<file path="config.mk">
export PLATFORM = sky130hd
export DESIGN_NAME = decode_stage_flat
export DESIGN_NICKNAME = d
export VERILOG_FILES = /design/src/rtl/decode_stage_if.sv /design/src/rtl/decode_stage.sv /design/src/flat_wrapper.sv
export SDC_FILE = /design/constraint.sdc
export NUM_CORES = 1
export LEC_CHECK = 0
export CORE_UTILIZATION = 39
export CTS_BUF_LIST = sky130_fd_sc_hd__clkbuf_8
export CTS_CLUSTER_SIZE = 25
export DETAILED_ROUTE_END_ITERATION = 10
export DONT_BUFFER_PORTS = 1
export PLACE_DENSITY_LB_ADDON = 0.12
export SLEW_MARGIN = 0
export SYNTH_ARGS = -nofsm -noshare
export SYNTH_HDL_FRONTEND = slang
export SYNTH_SLANG_ARGS = --single-unit
</file>
<file path="constraint.sdc">
create_clock -name clk -period 5.8 [get_ports clk]
set_input_delay 1.16 -clock clk [delete_from_list [all_inputs] [get_ports clk]]
set_output_delay 1.16 -clock clk [all_outputs]
set_load 0.01 [all_outputs]
</file>
<file path="src/rtl/decode_stage_if.sv">
// Fetch/issue-facing signal bundle of the decode stage.
// The stage is the slave side; whoever feeds instructions and drains bundles holds the master side.
interface decode_stage_if #(
    parameter int INST_WIDTH     = 32,
    parameter int OPCODE_WIDTH   = 6,
    parameter int REG_ADDR_WIDTH = 5,
    parameter int IMM_WIDTH      = 16,
    parameter int VALUE_WIDTH    = 26,
    parameter int CNT_WIDTH      = 16
);
    logic                      flush;
    logic                      in_valid;
    logic                      in_ready;
    logic [INST_WIDTH-1:0]     inst;
    logic                      out_valid;
    logic                      out_ready;
    logic                      use_rs1;
    logic                      use_rs2;
    logic                      use_rd;
    logic                      use_imm;
    logic                      read_mem;
    logic                      write_mem;
    logic [OPCODE_WIDTH-1:0]   decoded_opcode;
    logic [2:0]                inst_type;
    logic [REG_ADDR_WIDTH-1:0] rs1_addr;
    logic [REG_ADDR_WIDTH-1:0] rs2_addr;
    logic [REG_ADDR_WIDTH-1:0] rd_addr;
    logic [IMM_WIDTH-1:0]      imm;
    logic [VALUE_WIDTH-1:0]    value;
    logic                      illegal;
    logic [CNT_WIDTH-1:0]      bubble_count;

    modport slave (
        input  flush, in_valid, inst, out_ready,
        output in_ready, out_valid, use_rs1, use_rs2, use_rd, use_imm, read_mem, write_mem,
               decoded_opcode, inst_type, rs1_addr, rs2_addr, rd_addr, imm, value, illegal,
               bubble_count
    );

    modport master (
        output flush, in_valid, inst, out_ready,
        input  in_ready, out_valid, use_rs1, use_rs2, use_rd, use_imm, read_mem, write_mem,
               decoded_opcode, inst_type, rs1_addr, rs2_addr, rd_addr, imm, value, illegal,
               bubble_count
    );
endinterface

</file>
<file path="src/rtl/decode_stage.sv">
// DLX decode stage: decodes the incoming instruction and registers one bundle per accept,
// with back-pressure, flush, single-bubble load-use stall and a saturating bubble counter.
module decode_stage #(
    parameter int INST_WIDTH     = 32,
    parameter int OPCODE_WIDTH   = 6,
    parameter int FUNC_WIDTH     = 6,
    parameter int REG_ADDR_WIDTH = 5,
    parameter int IMM_WIDTH      = 16,
    parameter int VALUE_WIDTH    = 26,
    parameter int CNT_WIDTH      = 16
) (
    input  logic          clk,
    input  logic          rst_n,
    decode_stage_if.slave bus
);
    localparam int RS1_LSB = INST_WIDTH - OPCODE_WIDTH - REG_ADDR_WIDTH;
    localparam int RS2_LSB = RS1_LSB - REG_ADDR_WIDTH;
    localparam int RDR_LSB = RS2_LSB - REG_ADDR_WIDTH;

    localparam logic [OPCODE_WIDTH-1:0] OP_RTYPE = OPCODE_WIDTH'('h00);
    localparam logic [OPCODE_WIDTH-1:0] OP_J     = OPCODE_WIDTH'('h02);
    localparam logic [OPCODE_WIDTH-1:0] OP_JAL   = OPCODE_WIDTH'('h03);
    localparam logic [OPCODE_WIDTH-1:0] OP_ADDI  = OPCODE_WIDTH'('h08);
    localparam logic [OPCODE_WIDTH-1:0] OP_LHI   = OPCODE_WIDTH'('h0F);
    localparam logic [OPCODE_WIDTH-1:0] OP_JR    = OPCODE_WIDTH'('h12);
    localparam logic [OPCODE_WIDTH-1:0] OP_JALR  = OPCODE_WIDTH'('h13);
    localparam logic [OPCODE_WIDTH-1:0] OP_LW    = OPCODE_WIDTH'('h23);
    localparam logic [OPCODE_WIDTH-1:0] OP_SW    = OPCODE_WIDTH'('h2B);
    localparam logic [FUNC_WIDTH-1:0]   F_ADD    = FUNC_WIDTH'('h20);
    localparam logic [FUNC_WIDTH-1:0]   F_SUB    = FUNC_WIDTH'('h22);
    localparam logic [FUNC_WIDTH-1:0]   F_AND    = FUNC_WIDTH'('h24);
    localparam logic [FUNC_WIDTH-1:0]   F_OR     = FUNC_WIDTH'('h25);
    localparam logic [FUNC_WIDTH-1:0]   F_XOR    = FUNC_WIDTH'('h26);
    localparam logic [REG_ADDR_WIDTH-1:0] LINK_REG = '1;

    typedef enum logic [2:0] {
        T_NOP, T_R, T_IALU, T_IMEM, T_J, T_JAL, T_JR, T_JALR
    } inst_type_e;

    // An all-zero bundle is exactly the NOP/bubble/reset value.
    typedef struct packed {
        logic                      use_rs1;
        logic                      use_rs2;
        logic                      use_rd;
        logic                      use_imm;
        logic                      read_mem;
        logic                      write_mem;
        logic                      illegal;
        logic [OPCODE_WIDTH-1:0]   op;
        inst_type_e                itype;
        logic [REG_ADDR_WIDTH-1:0] rd;
        logic [VALUE_WIDTH-1:0]    field;
    } bundle_t;

    logic [OPCODE_WIDTH-1:0]   opcode;
    logic [FUNC_WIDTH-1:0]     func;
    logic [REG_ADDR_WIDTH-1:0] rs1_in, rs2_in, rdr_in;
    bundle_t                   dec_b;
    logic                      dec_is_lw;

    assign opcode = bus.inst[INST_WIDTH-1 -: OPCODE_WIDTH];
    assign func   = bus.inst[FUNC_WIDTH-1:0];
    assign rs1_in = bus.inst[RS1_LSB +: REG_ADDR_WIDTH];
    assign rs2_in = bus.inst[RS2_LSB +: REG_ADDR_WIDTH];
    assign rdr_in = bus.inst[RDR_LSB +: REG_ADDR_WIDTH];

    always_comb begin
        dec_b       = '0;
        dec_b.field = bus.inst[VALUE_WIDTH-1:0];
        dec_is_lw   = 1'b0;
        case (opcode)
            OP_RTYPE: begin
                case (func)
                    F_ADD, F_SUB, F_AND, F_OR, F_XOR: begin
                        dec_b.use_rs1 = 1'b1;
                        dec_b.use_rs2 = 1'b1;
                        dec_b.use_rd  = 1'b1;
                        dec_b.rd      = rdr_in;
                        dec_b.op      = OPCODE_WIDTH'(func);
                        dec_b.itype   = T_R;
                    end
                    default: dec_b.illegal = 1'b1;
                endcase
            end
            OP_ADDI, OP_LHI, OP_LW: begin
                dec_b.use_rs1  = (opcode != OP_LHI);
                dec_b.use_rd   = 1'b1;
                dec_b.use_imm  = 1'b1;
                dec_b.rd       = rs2_in;
                dec_b.op       = opcode;
                dec_b.read_mem = (opcode == OP_LW);
                dec_b.itype    = (opcode == OP_LW) ? T_IMEM : T_IALU;
                dec_is_lw      = (opcode == OP_LW);
            end
            OP_SW: begin
                dec_b.use_rs1   = 1'b1;
                dec_b.use_rs2   = 1'b1;
                dec_b.use_imm   = 1'b1;
                dec_b.write_mem = 1'b1;
                dec_b.op        = opcode;
                dec_b.itype     = T_IMEM;
            end
            OP_J, OP_JAL, OP_JR, OP_JALR: begin
                dec_b.use_rs1 = (opcode == OP_JR) || (opcode == OP_JALR);
                dec_b.use_rd  = (opcode == OP_JAL) || (opcode == OP_JALR);
                dec_b.rd      = dec_b.use_rd ? LINK_REG : '0;
                dec_b.op      = opcode;
                dec_b.itype   = (opcode == OP_J)   ? T_J   :
                                (opcode == OP_JAL) ? T_JAL :
                                (opcode == OP_JR)  ? T_JR  : T_JALR;
            end
            default: dec_b.illegal = 1'b1;
        endcase
    end

    logic                      valid_q, valid_d;
    bundle_t                   bundle_q, bundle_d;
    logic                      ld_pend_q, ld_pend_d;
    logic [REG_ADDR_WIDTH-1:0] ld_rd_q, ld_rd_d;
    logic [CNT_WIDTH-1:0]      bubble_cnt_q, bubble_cnt_d;
    logic                      load_en, hazard, accept, bubble;

    // Hazard looks at the incoming decode so the dependent op waits exactly one slot.
    assign load_en = ~valid_q | bus.out_ready;
    assign hazard  = bus.in_valid & ld_pend_q &
                     ((dec_b.use_rs1 & (rs1_in == ld_rd_q)) | (dec_b.use_rs2 & (rs2_in == ld_rd_q)));
    assign accept  = bus.in_valid & bus.in_ready;
    assign bubble  = hazard & load_en & ~bus.flush;

    always_comb begin
        valid_d      = valid_q;
        bundle_d     = bundle_q;
        ld_pend_d    = ld_pend_q;
        ld_rd_d      = ld_rd_q;
        bubble_cnt_d = bubble_cnt_q;
        if (bus.flush) begin
            valid_d   = 1'b0;
            ld_pend_d = 1'b0;
        end else if (accept) begin
            valid_d   = 1'b1;
            bundle_d  = dec_b;
            ld_pend_d = dec_is_lw & (dec_b.rd != '0);
            ld_rd_d   = dec_b.rd;
        end else if (bubble) begin
            valid_d   = 1'b1;
            bundle_d  = '0;
            ld_pend_d = 1'b0;
            if (bubble_cnt_q != '1) bubble_cnt_d = bubble_cnt_q + CNT_WIDTH'(1);
        end else if (valid_q & bus.out_ready) begin
            valid_d = 1'b0;
        end
    end

    always_ff @(posedge clk or negedge rst_n) begin
        if (!rst_n) begin
            valid_q      <= 1'b0;
            bundle_q     <= '0;
            ld_pend_q    <= 1'b0;
            ld_rd_q      <= '0;
            bubble_cnt_q <= '0;
        end else begin
            valid_q      <= valid_d;
            bundle_q     <= bundle_d;
            ld_pend_q    <= ld_pend_d;
            ld_rd_q      <= ld_rd_d;
            bubble_cnt_q <= bubble_cnt_d;
        end
    end

    assign bus.in_ready       = load_en & ~hazard & ~bus.flush;
    assign bus.out_valid      = valid_q;
    assign bus.use_rs1        = bundle_q.use_rs1;
    assign bus.use_rs2        = bundle_q.use_rs2;
    assign bus.use_rd         = bundle_q.use_rd;
    assign bus.use_imm        = bundle_q.use_imm;
    assign bus.read_mem       = bundle_q.read_mem;
    assign bus.write_mem      = bundle_q.write_mem;
    assign bus.illegal        = bundle_q.illegal;
    assign bus.decoded_opcode = bundle_q.op;
    assign bus.inst_type      = bundle_q.itype;
    assign bus.rd_addr        = bundle_q.rd;
    assign bus.rs1_addr       = bundle_q.field[RS1_LSB +: REG_ADDR_WIDTH];
    assign bus.rs2_addr       = bundle_q.field[RS2_LSB +: REG_ADDR_WIDTH];
    assign bus.imm            = bundle_q.field[IMM_WIDTH-1:0];
    assign bus.value          = bundle_q.field;
    assign bus.bubble_count   = bubble_cnt_q;
endmodule

</file>
<file path="src/flat_wrapper.sv">
// flat-port wrapper written by rule: the top's interface ports become plain ports
module decode_stage_flat 
#(
    parameter int INST_WIDTH     = 32,
    parameter int OPCODE_WIDTH   = 6,
    parameter int FUNC_WIDTH     = 6,
    parameter int REG_ADDR_WIDTH = 5,
    parameter int IMM_WIDTH      = 16,
    parameter int VALUE_WIDTH    = 26,
    parameter int CNT_WIDTH      = 16
)
  (clk, rst_n, bus_flush, bus_in_valid, bus_inst, bus_out_ready, bus_in_ready, bus_out_valid, bus_use_rs1, bus_use_rs2, bus_use_rd, bus_use_imm, bus_read_mem, bus_write_mem, bus_decoded_opcode, bus_inst_type, bus_rs1_addr, bus_rs2_addr, bus_rd_addr, bus_imm, bus_value, bus_illegal, bus_bubble_count);
  decode_stage_if #(.INST_WIDTH(INST_WIDTH), .OPCODE_WIDTH(OPCODE_WIDTH), .REG_ADDR_WIDTH(REG_ADDR_WIDTH), .IMM_WIDTH(IMM_WIDTH), .VALUE_WIDTH(VALUE_WIDTH), .CNT_WIDTH(CNT_WIDTH)) bus_i ();
  input  logic clk;
  input  logic rst_n;
  input wire logic [$bits(bus_i.flush)-1:0] bus_flush;
  input wire logic [$bits(bus_i.in_valid)-1:0] bus_in_valid;
  input wire logic [$bits(bus_i.inst)-1:0] bus_inst;
  input wire logic [$bits(bus_i.out_ready)-1:0] bus_out_ready;
  output wire logic [$bits(bus_i.in_ready)-1:0] bus_in_ready;
  output wire logic [$bits(bus_i.out_valid)-1:0] bus_out_valid;
  output wire logic [$bits(bus_i.use_rs1)-1:0] bus_use_rs1;
  output wire logic [$bits(bus_i.use_rs2)-1:0] bus_use_rs2;
  output wire logic [$bits(bus_i.use_rd)-1:0] bus_use_rd;
  output wire logic [$bits(bus_i.use_imm)-1:0] bus_use_imm;
  output wire logic [$bits(bus_i.read_mem)-1:0] bus_read_mem;
  output wire logic [$bits(bus_i.write_mem)-1:0] bus_write_mem;
  output wire logic [$bits(bus_i.decoded_opcode)-1:0] bus_decoded_opcode;
  output wire logic [$bits(bus_i.inst_type)-1:0] bus_inst_type;
  output wire logic [$bits(bus_i.rs1_addr)-1:0] bus_rs1_addr;
  output wire logic [$bits(bus_i.rs2_addr)-1:0] bus_rs2_addr;
  output wire logic [$bits(bus_i.rd_addr)-1:0] bus_rd_addr;
  output wire logic [$bits(bus_i.imm)-1:0] bus_imm;
  output wire logic [$bits(bus_i.value)-1:0] bus_value;
  output wire logic [$bits(bus_i.illegal)-1:0] bus_illegal;
  output wire logic [$bits(bus_i.bubble_count)-1:0] bus_bubble_count;
  assign bus_i.flush = bus_flush;
  assign bus_i.in_valid = bus_in_valid;
  assign bus_i.inst = bus_inst;
  assign bus_i.out_ready = bus_out_ready;
  assign bus_in_ready = bus_i.in_ready;
  assign bus_out_valid = bus_i.out_valid;
  assign bus_use_rs1 = bus_i.use_rs1;
  assign bus_use_rs2 = bus_i.use_rs2;
  assign bus_use_rd = bus_i.use_rd;
  assign bus_use_imm = bus_i.use_imm;
  assign bus_read_mem = bus_i.read_mem;
  assign bus_write_mem = bus_i.write_mem;
  assign bus_decoded_opcode = bus_i.decoded_opcode;
  assign bus_inst_type = bus_i.inst_type;
  assign bus_rs1_addr = bus_i.rs1_addr;
  assign bus_rs2_addr = bus_i.rs2_addr;
  assign bus_rd_addr = bus_i.rd_addr;
  assign bus_imm = bus_i.imm;
  assign bus_value = bus_i.value;
  assign bus_illegal = bus_i.illegal;
  assign bus_bubble_count = bus_i.bubble_count;
  decode_stage #(.INST_WIDTH(INST_WIDTH), .OPCODE_WIDTH(OPCODE_WIDTH), .FUNC_WIDTH(FUNC_WIDTH), .REG_ADDR_WIDTH(REG_ADDR_WIDTH), .IMM_WIDTH(IMM_WIDTH), .VALUE_WIDTH(VALUE_WIDTH), .CNT_WIDTH(CNT_WIDTH)) u_core (.clk(clk), .rst_n(rst_n), .bus(bus_i));
endmodule
</file>
* Word-level counts from Yosys, hierarchy flattened
Index checks and enable logic that the tools add are counted.
** Cells by class
- Add/sub/neg operators :: 1
- Equal/unequal tests :: 17
- Mux-type cells :: 26
- Bitwise operators :: 17
- Reduce and logical (&&, ||, !) cells :: 15
** Operators with widths (count)
- two-way mux 47 bit :: 2
- equality test 6 bit (second input constant) :: 7
- one-hot mux 9 bit (4 select lines) :: 1
- adder 16 x 1 -> 16 bit (second input constant) :: 1
- != test 16 bit (second input constant) :: 1
- one-hot mux 5 bit (3 select lines) :: 1
- two-way mux 14 bit :: 1
- two-way mux 1 bit :: 13
- equality test 6 x 2 -> 1 bit (second input constant) :: 2
- equality test 6 x 4 -> 1 bit (second input constant) :: 2
- equality test 6 x 5 -> 1 bit (second input constant) :: 2
- bitwise AND 1 bit :: 11
- equality test 5 bit :: 2
- two-way mux 3 bit :: 3
- OR reduction 4 bit :: 2
- OR reduction 8 bit :: 1
- zero test 6 bit :: 1
- != test 6 x 4 -> 1 bit (second input constant) :: 1
- two-way mux 5 bit :: 1
- nonzero test 5 bit :: 1
- OR reduction 5 bit :: 1
- NOT 1 bit :: 4
- one-hot mux 1 bit (2 select lines) :: 2
- one-hot mux 1 bit (4 select lines) :: 1
- other kinds (9) :: 12
** Storage, ports and cells
- Register bits after elaboration :: 70
- Logic and storage cells :: 91

* Logic depth before layout (Yosys ltp)
Gate-level depths: netlist of run 1.
- Depth in word-level cells :: 13
- Mapped depth :: 9
- Gate-level depth less buffers :: 7

* Least setup slack after synthesis of run 1
No wires, ideal clock.
- Kind :: input-to-output
- Start point :: input bus_inst[30]
- End point :: output bus_in_ready
- Arrival time :: 2558 ps
- Data required time :: 4640 ps
- Setup slack :: 2082 ps
- Cell stages on the path :: 8
- Buffers on the path :: 3
- Cell sequence :: buf_2 nor4_4 nand2_1 a2111oi_2 o31a_1 buf_4 buf_6 a21boi_0
** Between the ends
- Longest elaborated chain between the ends :: 9
- Elaborated cells between the ends (all ways) :: 22
- Classes of those cells :: 9 x eq/ne; 2 x mux; 7 x bitwise; 4 x reduce/logical
** Ends and longest elaborated chain
- from (decl) :: line flat_wrapper.sv:18 : input wire logic [$bits(bus_i.inst)-1:0] bus_inst;
- equality test 6 x 5 -> 1 bit (tied with other cells) :: line decode_stage.sv:71, decode_stage.sv:104
- OR reduction 4 bit (tied with other cells) :: line decode_stage.sv:71 : case (opcode)
- one-hot mux 1 bit (4 select lines) :: line decode_stage.sv:71
- bitwise AND 1 bit :: line decode_stage.sv:126 : ((dec_b.use_rs1 & (rs1_in == ld_rd_q)) | (dec_b.use_rs2 & (rs2_in == ld_rd_q)));
- bitwise OR 1 bit (*) :: line decode_stage.sv:126
- bitwise AND 1 bit (*) :: line decode_stage.sv:125 : assign hazard = bus.in_valid & ld_pend_q &
- NOT 1 bit (*) :: line decode_stage.sv:170 : assign bus.in_ready = load_en & ~hazard & ~bus.flush;
- bitwise AND 1 bit (*) (2 in a row) :: line decode_stage.sv:170
- to (decl) :: line flat_wrapper.sv:20 : output wire logic [$bits(bus_i.in_ready)-1:0] bus_in_ready;
Mark *: on every way between the ends. The rest lies on a longest branch, timed or not.

* Worst setup path in the final report of run 1
- Start point :: input bus_inst[26]
- End point :: output bus_in_ready
The elaborated chain is that of the path after synthesis.

==> impl_metrics.ini, run 1 <==
[place]
gp_congestion = 0.860
dp_hpwl_um = 5670
port_buffers = 0
dp_cells = 396

[final_layout]
layout_common_cells = 70 x dfrtp_1, 41 x nand2_1, 28 x a22o_1
antennaDiodeCount = 0
syn_to_final_growth_pct = 3.74
final_core_util_pct = 42.7
layout.nets = 340
layout_commonest_cell = dfrtp_1
drive_gt1_share_pct = 9.45
final_cells = 412

[worst_setup_path]
setup.worst_path.start = bus_inst[26]
critPathLaunchType = input port
rr_endpoint = u_core.ld_rd_q[3]$_DFFE_PN0P_
slowest_stage = a2111oi_2
ff2ff_path_depth = 7
r2r_setup_slack_ns = 3.28
critPathMaxFanout = 18
crit_buf_inv = 1
crit_cells = 6
cpPeakStageDelay_ns = 0.48
path_delay_family = compound AO/OA/AOI/OAI gates
cp.arrival_ns = 2.72
endpoint_kind = primary output
cp_cell_sequence = nor4_4, nand2_1, a2111oi_2, o31a_1, buf_4, a21boi_0
crit_required_ns = 4.64
crit_end = bus_in_ready
criticalPathCategory = in -> out
r2r-start = u_core.bus.out_valid$_DFFE_PN0P_

[global_route]
grt_usage_pct = 19.4
grt_first_pass_wirelength_um = 13400
use_met1_pct = 26.5
grt_pass1_vias = 2474
top_usage_layer = met2
grt_start_max_net_pins = 71
use_met3_pct = 5.45
antenna_found_initial = 0
met2_usage_pct = 29.3
grt-ovfl-total = 0

[die]
start_util_pct = 41.1
die_area_mm2 = 0.00922
fp.dieW_um = 96.0
pin_count = 128
coreArea_mm2 = 0.00838
row_count = 33
die_y_um = 96.0

[routing]
drc = 0
detail-route-antenna-nets = 0
vias_per_cell = 5.88
vias = 2422
wirelength_um = 8360
drt_iter0_markers = 87
wl_per_cell_um = 20.3
first_pass_iters = 4

[clock_tree]
cts_hold_buf = 0
cts_setup_buffers = 0
ctsLongestPathBuffers = 2
clockRootBuffer = clkbuf_8
cts_resized = 0
cts_buffers = 9
worstSkewPairLatency_ns = 0.35
cts_tree = yes
htree_levels = 3
path_clk_slew_ns = 0.09
clock-sinks = 70

[synthesis]
synth-edff-count = 0
synthCells = 330
yosysTopAreaCellShare_pct = 50.8
avgSynthCellArea_um2 = 10.4
syn_nets = 368
yosysTopAreaCell = dfrtp_1
yosysWarnings = 0
synth.distinct_cells = 50
ys.flop_type = dfrtp_1
synthesis.area_mm2 = 0.00345
ys_seq_area_share_pct = 50.8
synth_area_leaders = dfrtp_1 51%, a22o_1 7.1%, xnor2_1 6.3%
synth_seq_cells = 70
async_flop_share_pct = 100

[sta]
fin_crit_sh_pct = 66.8
setup_tns_ns = 0
rsz0062_at_grt = false
setup_violations = 0
maxClockFrequency_mhz = 258
hold_viol_final = 0
fin_crit_ns = 3.88
tightest_slew_ns = 0.997
skew_ns = 0.0129
max-slew-margin-rel_pct = 33.3
drv_slew = 0

[job]
cap_violations = 0

[power_and_ir_drop]
peakVddDrop_mv = 0.107
power_leakage_nw = 1.52
powerDensity_mw_per_mm2 = 323

[outcome]
status = finished, final reports clean

[min_path]
hold_path.class = in -> async
## synth_stat cells (all sizes together), types with 7 or more instances
master  number
dfrtp       70
nand2       43
buf         36
a22o        28
xnor2       25
o21ai       16
nor2        12
nand4       10
inv          9
nand3        9
clkbuf       7
## logic make-up (layout without fill, tap and decap cells)
group | Yosys count | count (layout) | synth area share [%]
simple gates | 104 | 104 | 15.7
compound gates | 77 | 77 | 17.2
flops | 70 | 70 | 50.8
buf+inv | 52 | 29 | 9.18
xor+xnor | 25 | 25 | 6.35
fa+ha+maj | 1 | 1 | 0.363
mux | 1 | 1 | 0.327
## flip-flops by register name (all words and copies together), names as in the netlist
register	cells
u_core.bus.value	26
u_core.bus.bubble_count	16
u_core.bus.decoded_opcode	6
u_core.bus.rd_addr	5
u_core.ld_rd_q	5
u_core.bus.inst_type	3
u_core.bus.illegal	1
u_core.bus.out_valid	1
u_core.bus.read_mem	1
u_core.bus.use_imm	1
u_core.bus.use_rd	1
u_core.bus.use_rs1	1
u_core.bus.use_rs2	1
u_core.bus.write_mem	1
u_core.ld_pend_q	1
## stage by stage
step | area [um^2] | hold WS [ns] | setup slack, ns | total power, mW
2_1_floorplan | 3450 | 0.513 | 2.08 | 0.712
3_3_place_gp | 3340 | 0.545 | 1.98 | 0.690
3_5_place_dp | 3340 | 0.544 | 1.94 | 0.691
4_1_cts | 3580 | 0.485 | 1.93 | 1.17
5_1_grt | 3580 | 0.476 | 1.78 | 1.20
6_report | 3580 | 0.494 | 1.92 | 1.16
## cell type report
class,instances,area (um^2)
flip-flops and latches,70,1750
multi-input cells,208,1390
repair buffers,4,30.0
well taps,105,131
clock inverters,4,76.3
clock buffers,12,165
fillers,808,4800
inverters,9,33.8
## where the power goes
group | internal [mW] | switching, mW
clock | 0.279 | 0.196
sequential | 0.528 | 0.0737
combinational | 0.0406 | 0.0378
total | 0.848 | 0.307
## worst min-delay path by stage
stage / startpoint / endpoint / cells past startpoint
2_1_floorplan: u_core.ld_rd_q[2]$_DFFE_PN0P_ / u_core.ld_rd_q[2]$_DFFE_PN0P_ / 1
3_3_place_gp: u_core.bus.bubble_count[11]$_DFFE_PN0P_ / u_core.bus.bubble_count[11]$_DFFE_PN0P_ / 1
3_5_place_dp: u_core.bus.read_mem$_DFFE_PN0P_ / u_core.bus.read_mem$_DFFE_PN0P_ / 2
4_1_cts: rst_n / u_core.bus.value[9]$_DFFE_PN0P_ / 0
5_1_grt: rst_n / u_core.bus.value[9]$_DFFE_PN0P_ / 0
6_report: rst_n / u_core.bus.value[9]$_DFFE_PN0P_ / 0
## layer usage
metal / share of wire [%] / vias up
li1: - / 1104
met1: 45 / 1220
met2: 46 / 89
met3: 7.5 / 9
met4: 1.2 / 0
met5: 0 / -
(Power assumes the default switching activity.)
==> run 2: changes to the inputs <==
==> constraint.sdc (replaced) <==
create_clock -name clk -period 3.9 [get_ports clk]
set_input_delay 0.78 -clock clk [delete_from_list [all_inputs] [get_ports clk]]
set_output_delay 0.78 -clock clk [all_outputs]
set_load 0.01 [all_outputs]
==> impl_metrics.ini, run 2 (synthesized netlist as in run 1, its figures left out) <==
[clock_tree]
clock-sinks = 70
worstSkewPairLatency_ns = 0.36
clockRootBuffer = clkbuf_8
cts_hold_buf = 0
htree_levels = 3
cts_setup_buffers = 0
ctsLongestPathBuffers = 2
cts_tree = yes
cts_buffers = 9
path_clk_slew_ns = 0.08
cts_resized = 0

[global_route]
grt_usage_pct = 19.0
antenna_found_initial = 0
grt_pass1_vias = 2315
grt-ovfl-total = 0
grt_first_pass_wirelength_um = 12800
grt_start_max_net_pins = 71

[place]
dpl-instance-area_mm2 = 0.00335
gp_congestion = 0.831
dp_hpwl_um = 5790
port_buffers = 0

[sta]
setup_violations = 0
tightest_slew_ns = 0.740
fin_crit_sh_pct = 74.6
hold_viol_final = 0
skew_ns = 0.0150
maxClockFrequency_mhz = 344
rsz0062_at_grt = false
holdWs_ns = 0.111
drv_slew = 0
max-slew-margin-rel_pct = 50.4
setup_tns_ns = 0
fin_crit_ns = 2.91

[final_layout]
largest_reg_flops = 26
layout_common_cells = 70 x dfrtp_1, 41 x nand2_1, 28 x a22o_1
final_area_mm2 = 0.00357
syn_to_final_growth_pct = 3.41
drive_gt1_share_pct = 9.39
layout.nets = 342
antennaDiodeCount = 0
layout_commonest_cell = dfrtp_1

[power_and_ir_drop]
power_leakage_nw = 1.53
power.total_mw = 1.67
powerDensity_mw_per_mm2 = 467
peakVddDrop_mv = 0.139

[routing]
first_pass_iters = 4
vias_per_cell = 5.84
drt_iter0_markers = 63
vias = 2418
wl_per_cell_um = 20.2
wirelength_um = 8340
drc = 0
detail-route-antenna-nets = 0

[worst_setup_path]
critPathLaunchType = input port
endpoint_kind = primary output
cp.arrival_ns = 2.13
crit_required_ns = 3.12
r2r-start = u_core.ld_rd_q[2]$_DFFE_PN0P_
ff2ff_path_depth = 7
rr_endpoint = u_core.bus.use_rs1$_DFFE_PN0P_
r2r_setup_slack_ns = 1.56
critPathMaxFanout = 7
criticalPathCategory = in -> out

[outcome]
status = finished, final reports clean

[die]
fp.dieW_um = 96.0
start_util_pct = 41.1
coreArea_mm2 = 0.00838
die_area_mm2 = 0.00922
pin_count = 128
row_count = 33
die_y_um = 96.0

[min_path]
hold_path.class = in -> async

[job]
cap_violations = 0
## run 2: cell count changes in the layout (fill, tap and decap cells not counted), sizes merged
cell	change
clkinvlp	-1
clkinv	+2
inv	+1
buf	+2
clkbuf	-2
## run 2: report_power, final
part | internal, mW | leakage, nW | switching [mW] | total (mW)
sequential | 0.786 | 0.909 | 0.110 | 0.895
clock | 0.371 | 0.119 | 0.280 | 0.651
combinational | 0.0617 | 0.503 | 0.0569 | 0.119
## run 2: cell type report
class / count / area (um^2)
Clock inverter: 6 / 77.6
Fill cell: 850 / 4820
Tap cell: 105 / 131
Clock buffer: 10 / 138
Multi-Input combinational cell: 208 / 1390
Inverter: 9 / 33.8
Timing Repair Buffer: 6 / 45.0
Sequential cell: 70 / 1750
## run 2: worst max-delay path, stage by stage
cell and delay [ns]:
nor4_4 0.33, nand2_1 0.16, a2111oi_2 0.45, o31a_1 0.20, a21boi_0 0.21
## run 2: through the flow
stage          setup WS, ns  std cells  utilization [%]
2_1_floorplan         0.942        330                -
3_3_place_gp           1.01        398             40.0
3_5_place_dp           1.00        398             40.0
4_1_cts               0.984        414             42.5
5_1_grt               0.865        414             42.5
6_report              0.992        414             42.5
## run 2: how the worst max path moves through the flow
stage | start | to | slack, ns | depth (start not counted)
final | bus_inst[26] | bus_in_ready | 0.99 | 5
after global routing | bus_inst[26] | bus_in_ready | 0.87 | 5
after CTS | bus_inst[26] | bus_in_ready | 0.98 | 5
after detailed placement | bus_inst[26] | bus_in_ready | 1.0 | 5
after global placement | bus_inst[26] | bus_in_ready | 1.01 | 5
after floorplan | bus_inst[30] | bus_in_ready | 0.94 | 8
## run 2: metal layers
layer	wire, um	vias to the layer above	part of all wire, %	global-route usage, %
met5	0	-	0	0
met4	148	0	1.8	8.58
met3	635	12	7.6	6.56
met2	3800	85	46	28.5
met1	3760	1224	45	24.6
li1	-	1097	-	-
